==> src/rtl/adder_sum_accum.sv <==
// ============================================================================
// Module   : adder_sum_accum
// Brief    : Accumulates FRAME_LEN 3-bit adder results into a WIDTH-bit frame
//            total with overflow flag over a valid/ready output handshake.
//            Optional macro ACC_SAT_EN: saturate the total instead of wrapping.
// Revision : 1.0 - initial release
// ============================================================================
`default_nettype none

module adder_sum_accum #(
    parameter int WIDTH     = 8,
    parameter int FRAME_LEN = 4
) (
    input  logic             clk,
    input  logic             reset,
    input  logic             clear,
    input  logic             in_valid,
    output logic             in_ready,
    input  logic [2:0]       in_data,
    output logic             out_valid,
    input  logic             out_ready,
    output logic [WIDTH-1:0] out_sum,
    output logic             out_ovf,
    output logic             err
);

    localparam int               c_cnt_w     = $clog2(FRAME_LEN + 1);
    localparam logic [c_cnt_w-1:0] c_frame_len = c_cnt_w'(FRAME_LEN);
    localparam logic [c_cnt_w-1:0] c_one       = c_cnt_w'(1);
    localparam logic [WIDTH-1:0] c_acc_max   = '1;

    typedef enum logic [1:0] {
        S_IDLE  = 2'd0,
        S_ACCUM = 2'd1,
        S_DONE  = 2'd2
    } state_t;

    state_t               r_state;
    logic [WIDTH-1:0]     r_acc;
    logic [c_cnt_w-1:0]   r_cnt;
    logic                 r_ovf;
    logic                 r_err;

    logic                 w_accept;
    logic                 w_legal;
    logic [WIDTH:0]       w_sum;
    logic                 w_carry;
    logic [WIDTH-1:0]     w_acc_next;
    logic [c_cnt_w-1:0]   w_cnt_next;

    assign w_accept   = in_valid & in_ready;
    assign w_legal    = (in_data != 3'd7);
    // One extra bit so the carry out of the accumulator is visible.
    assign w_sum      = {1'b0, r_acc} + (WIDTH + 1)'(in_data);
    assign w_carry    = w_sum[WIDTH];
    assign w_cnt_next = r_cnt + c_one;

`ifdef ACC_SAT_EN
    // Once the frame has overflowed the total stays pinned at full scale.
    assign w_acc_next = (w_carry | r_ovf) ? c_acc_max : w_sum[WIDTH-1:0];
`else
    assign w_acc_next = w_sum[WIDTH-1:0];
`endif

    assign in_ready  = (r_state != S_DONE);
    assign out_valid = (r_state == S_DONE);
    assign out_sum   = out_valid ? r_acc : '0;
    assign out_ovf   = out_valid & r_ovf;
    assign err       = r_err;

    always_ff @(posedge clk) begin
        if (reset) begin
            r_state <= S_IDLE;
            r_acc   <= '0;
            r_cnt   <= '0;
            r_ovf   <= 1'b0;
            r_err   <= 1'b0;
        end else if (clear) begin
            r_state <= S_IDLE;
            r_acc   <= '0;
            r_cnt   <= '0;
            r_ovf   <= 1'b0;
        end else begin
            case (r_state)
                S_IDLE: begin
                    if (w_accept) begin
                        if (w_legal) begin
                            r_acc   <= WIDTH'(in_data);
                            r_cnt   <= c_one;
                            r_ovf   <= 1'b0;
                            r_state <= (FRAME_LEN == 1) ? S_DONE : S_ACCUM;
                        end else begin
                            r_err <= 1'b1;
                        end
                    end
                end
                S_ACCUM: begin
                    if (w_accept) begin
                        if (w_legal) begin
                            r_acc <= w_acc_next;
                            r_cnt <= w_cnt_next;
                            if (w_carry) begin
                                r_ovf <= 1'b1;
                            end
                            if (w_cnt_next == c_frame_len) begin
                                r_state <= S_DONE;
                            end
                        end else begin
                            r_err <= 1'b1;
                        end
                    end
                end
                S_DONE: begin
                    if (out_ready) begin
                        r_acc   <= '0;
                        r_cnt   <= '0;
                        r_state <= S_IDLE;
                    end
                end
                default: begin
                    r_state <= S_IDLE;
                end
            endcase
        end
    end

endmodule

`default_nettype wire

==> config.mk <==
export PLATFORM = sky130hd
export DESIGN_NAME = adder_sum_accum
export DESIGN_NICKNAME = d
export VERILOG_FILES = /design/src/rtl/adder_sum_accum.sv
export SDC_FILE = /design/constraint.sdc
export NUM_CORES = 1
export LEC_CHECK = 0
export CORE_UTILIZATION = 57
export CTS_CLUSTER_SIZE = 8
export DETAILED_ROUTE_END_ITERATION = 7
export DONT_BUFFER_PORTS = 1
export PLACE_DENSITY_LB_ADDON = 0.3
export SLEW_MARGIN = 20
export SYNTH_ARGS = -nofsm -noshare
export SYNTH_HDL_FRONTEND = slang
export SYNTH_SLANG_ARGS = --single-unit
==> constraint.sdc <==
create_clock -name clk -period 2.6 [get_ports clk]
set_clock_uncertainty 0.1 [all_clocks]
set_input_delay 0.26 -clock clk [delete_from_list [all_inputs] [get_ports clk]]
set_output_delay 0.26 -clock clk [all_outputs]
set_load 0.05 [all_outputs]
==> impl_metrics.py <==
metrics = {
    "cells_and_area": {
        "nNetsFinal": 157,
        "layout_common_cells": "nand2_1 (16), dfxtp_1 (15), nor2_1 (11)",
        "layout.cells.most_common": "nand2_1",
        "drive_above_1_share_pct": 9.42,
        "fill_cells": 156,
        "n_antenna_cell": 0,
        "syn2layout_area_growth_pct": 4.97,
    },
    "routing": {
        "drtAntennaViolNets": 0,
        "wire_per_inst_um": 14.4,
        "drt_iter0_drc": 37,
        "routed_via_density": 6.18,
        "dr.pass1.iters": 4,
        "drc": 0,
        "wirelength_mm": 2.35,
        "vias": 1007,
    },
    "yosys": {
        "seq_area_frac_synth_pct": 27.7,
        "async_flop_share_pct": 0,
        "synth_nets": 152,
        "synth_area_mm2": 0.00108,
        "syn_avg_cell_area_um2": 8.09,
        "synth-edff-count": 0,
        "synth_cell_types": 41,
        "ys.flop_type": "dfxtp_1",
        "synthCells": 134,
        "ys_seq_elements": 15,
        "ys_warn_count": 0,
    },
    "timing": {
        "hold_viol": 0,
        "tns_ns": 0,
        "hold_ws_ns": 0.0565,
        "period_share_pct": 86.0,
        "fmax_mhz": 447,
        "tightestPinTransition_ns": 0.636,
        "rsz0062_at_grt": "no",
        "period_minus_slack_ns": 2.24,
        "setup_violations": 0,
        "slew-limit-headroom_pct": 57.5,
        "slew_viol_final": 0,
        "fin_ws_ns": 0.363,
    },
    "placement": {
        "dp_hpwl_mm": 1.79,
        "gp_congestion": 0.788,
        "numPortBuffers": 0,
        "place_ws_ns": 0.595,
    },
    "clocking": {
        "cts.sinks": 15,
        "cts-buffers-inserted": 3,
        "ctsHtreeMaxLevel": 1,
        "cts_resized": 0,
        "clk_pin_slew_ns": 0.09,
        "cts_tree": "done",
        "clock_tree.root_cell": "clkbuf_4",
        "cts_buffer_depth": 2,
        "clk_latency_ns": 0.28,
    },
    "power_and_ir_drop": {
        "seqPwrFrac_pct": 53.7,
        "combPwrFrac_pct": 15.9,
        "power_density_mw_per_mm2": 393,
        "clock_power_share_pct": 30.4,
        "p_int_mw": 0.321,
        "p_sw_mw": 0.126,
        "power.leakage_nw": 0.435,
        "ir_worst_vdd_uv": 250,
        "switching_share_pct": 28.2,
    },
    "die": {
        "die_x_um": 45.6,
        "core-area_mm2": 0.00175,
        "die_h_um": 45.6,
        "io_pins": 20,
        "fp-row-count": 15,
        "start_util_pct": 62.1,
        "dieArea_mm2": 0.00208,
    },
    "outcome": {
        "outcome": "finished, final reports clean",
    },
    "global_routing": {
        "grt_overflow_total": 0,
        "grt_start_max_net_pins": 12,
        "grt_pass1_wl_mm": 3.90,
        "grt_pass1_vias": 885,
        "grt_usage_pct": 25.6,
        "antenna_found_initial": 0,
    },
    "worst_setup_path": {
        "crit_path_end_kind": "output port",
        "cp_data_arrival_time_ns": 1.88,
        "start_kind": "register",
        "rrSetupSlack_ns": 0.55,
        "cp.required_ns": 2.24,
        "path_cells": "inv_1 > ha_1 > buf_4 > and2_1",
        "cpPeakStageDelay_ns": 0.46,
        "setup.worst_path.class": "reg2out",
        "ff2ff_path_depth": 7,
        "worstPathMaxFanout": 11,
        "crit_slowest_cell": "and2_1",
    },
    "run": {
        "drv_cap": 0,
    },
    "hold_path": {
        "hold_class": "in2reg",
        "hold_depth": 3,
    },
}
state kept, by name, indices dropped and copies added (netlist names):
signal	flops
r_acc	8
r_cnt	3
r_state	2
err	1
r_ovf	1
metrics by stage:
step / area [µm²] / utilization [%] / total power, mW / std cells
after floorplan: 1080 / - / 0.307 / 134
after global placement: 1100 / 63.1 / 0.313 / 158
after detailed placement: 1100 / 63.1 / 0.314 / 158
after CTS: 1140 / 65.2 / 0.450 / 163
after global routing: 1140 / 65.2 / 0.473 / 163
final: 1140 / 65.2 / 0.447 / 163
logic make-up after synthesis:
| logic type | share of synthesized area, % |
|---|---|
| compound gates | 21.5 |
| mux | 0.924 |
| xor+xnor | 0.808 |
| flops | 27.7 |
| fa+ha+maj | 12.2 |
| simple gates | 29.3 |
| buf+inv | 7.51 |
power groups by stage:
stage | registers, mW | logic [mW] | clock network [mW]
CTS | 0.240 | 0.0706 | 0.139
global placement | 0.245 | 0.0679 | 0
detailed placement | 0.245 | 0.0689 | 0
finish | 0.240 | 0.0713 | 0.136
floorplan | 0.244 | 0.0625 | 0
global route | 0.241 | 0.0807 | 0.151
per-layer routing:
| layer | global-route usage, % | routed length [µm] |
|---|---|---|
| met1 | 35.3 | 1060 |
| met3 | 5.95 | 218 |
| met4 | 7.27 | 56 |
| met2 | 39.4 | 1020 |
| met5 | 0 | 0 |
final timing paths:
check	from	to
setup / recovery	r_state[0]$_SDFFE_PP0P_	out_ovf
hold reg to reg	r_cnt[1]$_SDFFE_PP0P_	r_cnt[1]$_SDFFE_PP0P_
hold / removal	clear	err$_SDFFE_PP0P_
setup reg to reg	r_acc[0]$_SDFFE_PP0P_	r_acc[6]$_SDFFE_PP0P_
synth_stat cells (2+ instances only):
cell type,n,area share [%]
or3_1,2,1.2
nor2_2,2,1.2
o21a_1,2,1.4
nand3_1,8,3.7
ha_1,9,10
nor4_1,2,1.2
a21oi_1,7,3.2
nor2_1,11,3.8
nand2b_1,3,1.7
nor3_1,2,0.92
nor2b_1,2,1.2
dfxtp_1,15,28
and2_1,8,4.6
inv_1,10,3.5
buf_2,2,0.92
o32ai_1,2,1.6
o21ai_0,4,1.8
o22ai_1,3,1.7
nand2_1,16,5.5
buf_6,3,3.1
timing repair:
item	CTS	global route
hold buffers	1	0
endpoints found under the hold margin	1	0
setup buffers	0	0
layout make-up:
| class | count | area [µm²] | area share, % |
|---|---|---|---|
| repair buffers | 5 | 40.0 | 3.52 |
| clock buffers | 4 | 26.3 | 2.31 |
| inverters | 10 | 37.5 | 3.30 |
| well taps | 25 | 31.3 | 2.75 |
| multi-input cells | 104 | 702 | 61.7 |
| flip-flops and latches | 15 | 300 | 26.4 |
critical path: cells and delay by family, from the launching register on:
family        cells  cell delay [ns]
simple gates      1             0.46
fa+ha+maj         1             0.41
buf+inv           2             0.37
flops             1             0.35
(Power assumes the default switching activity.)
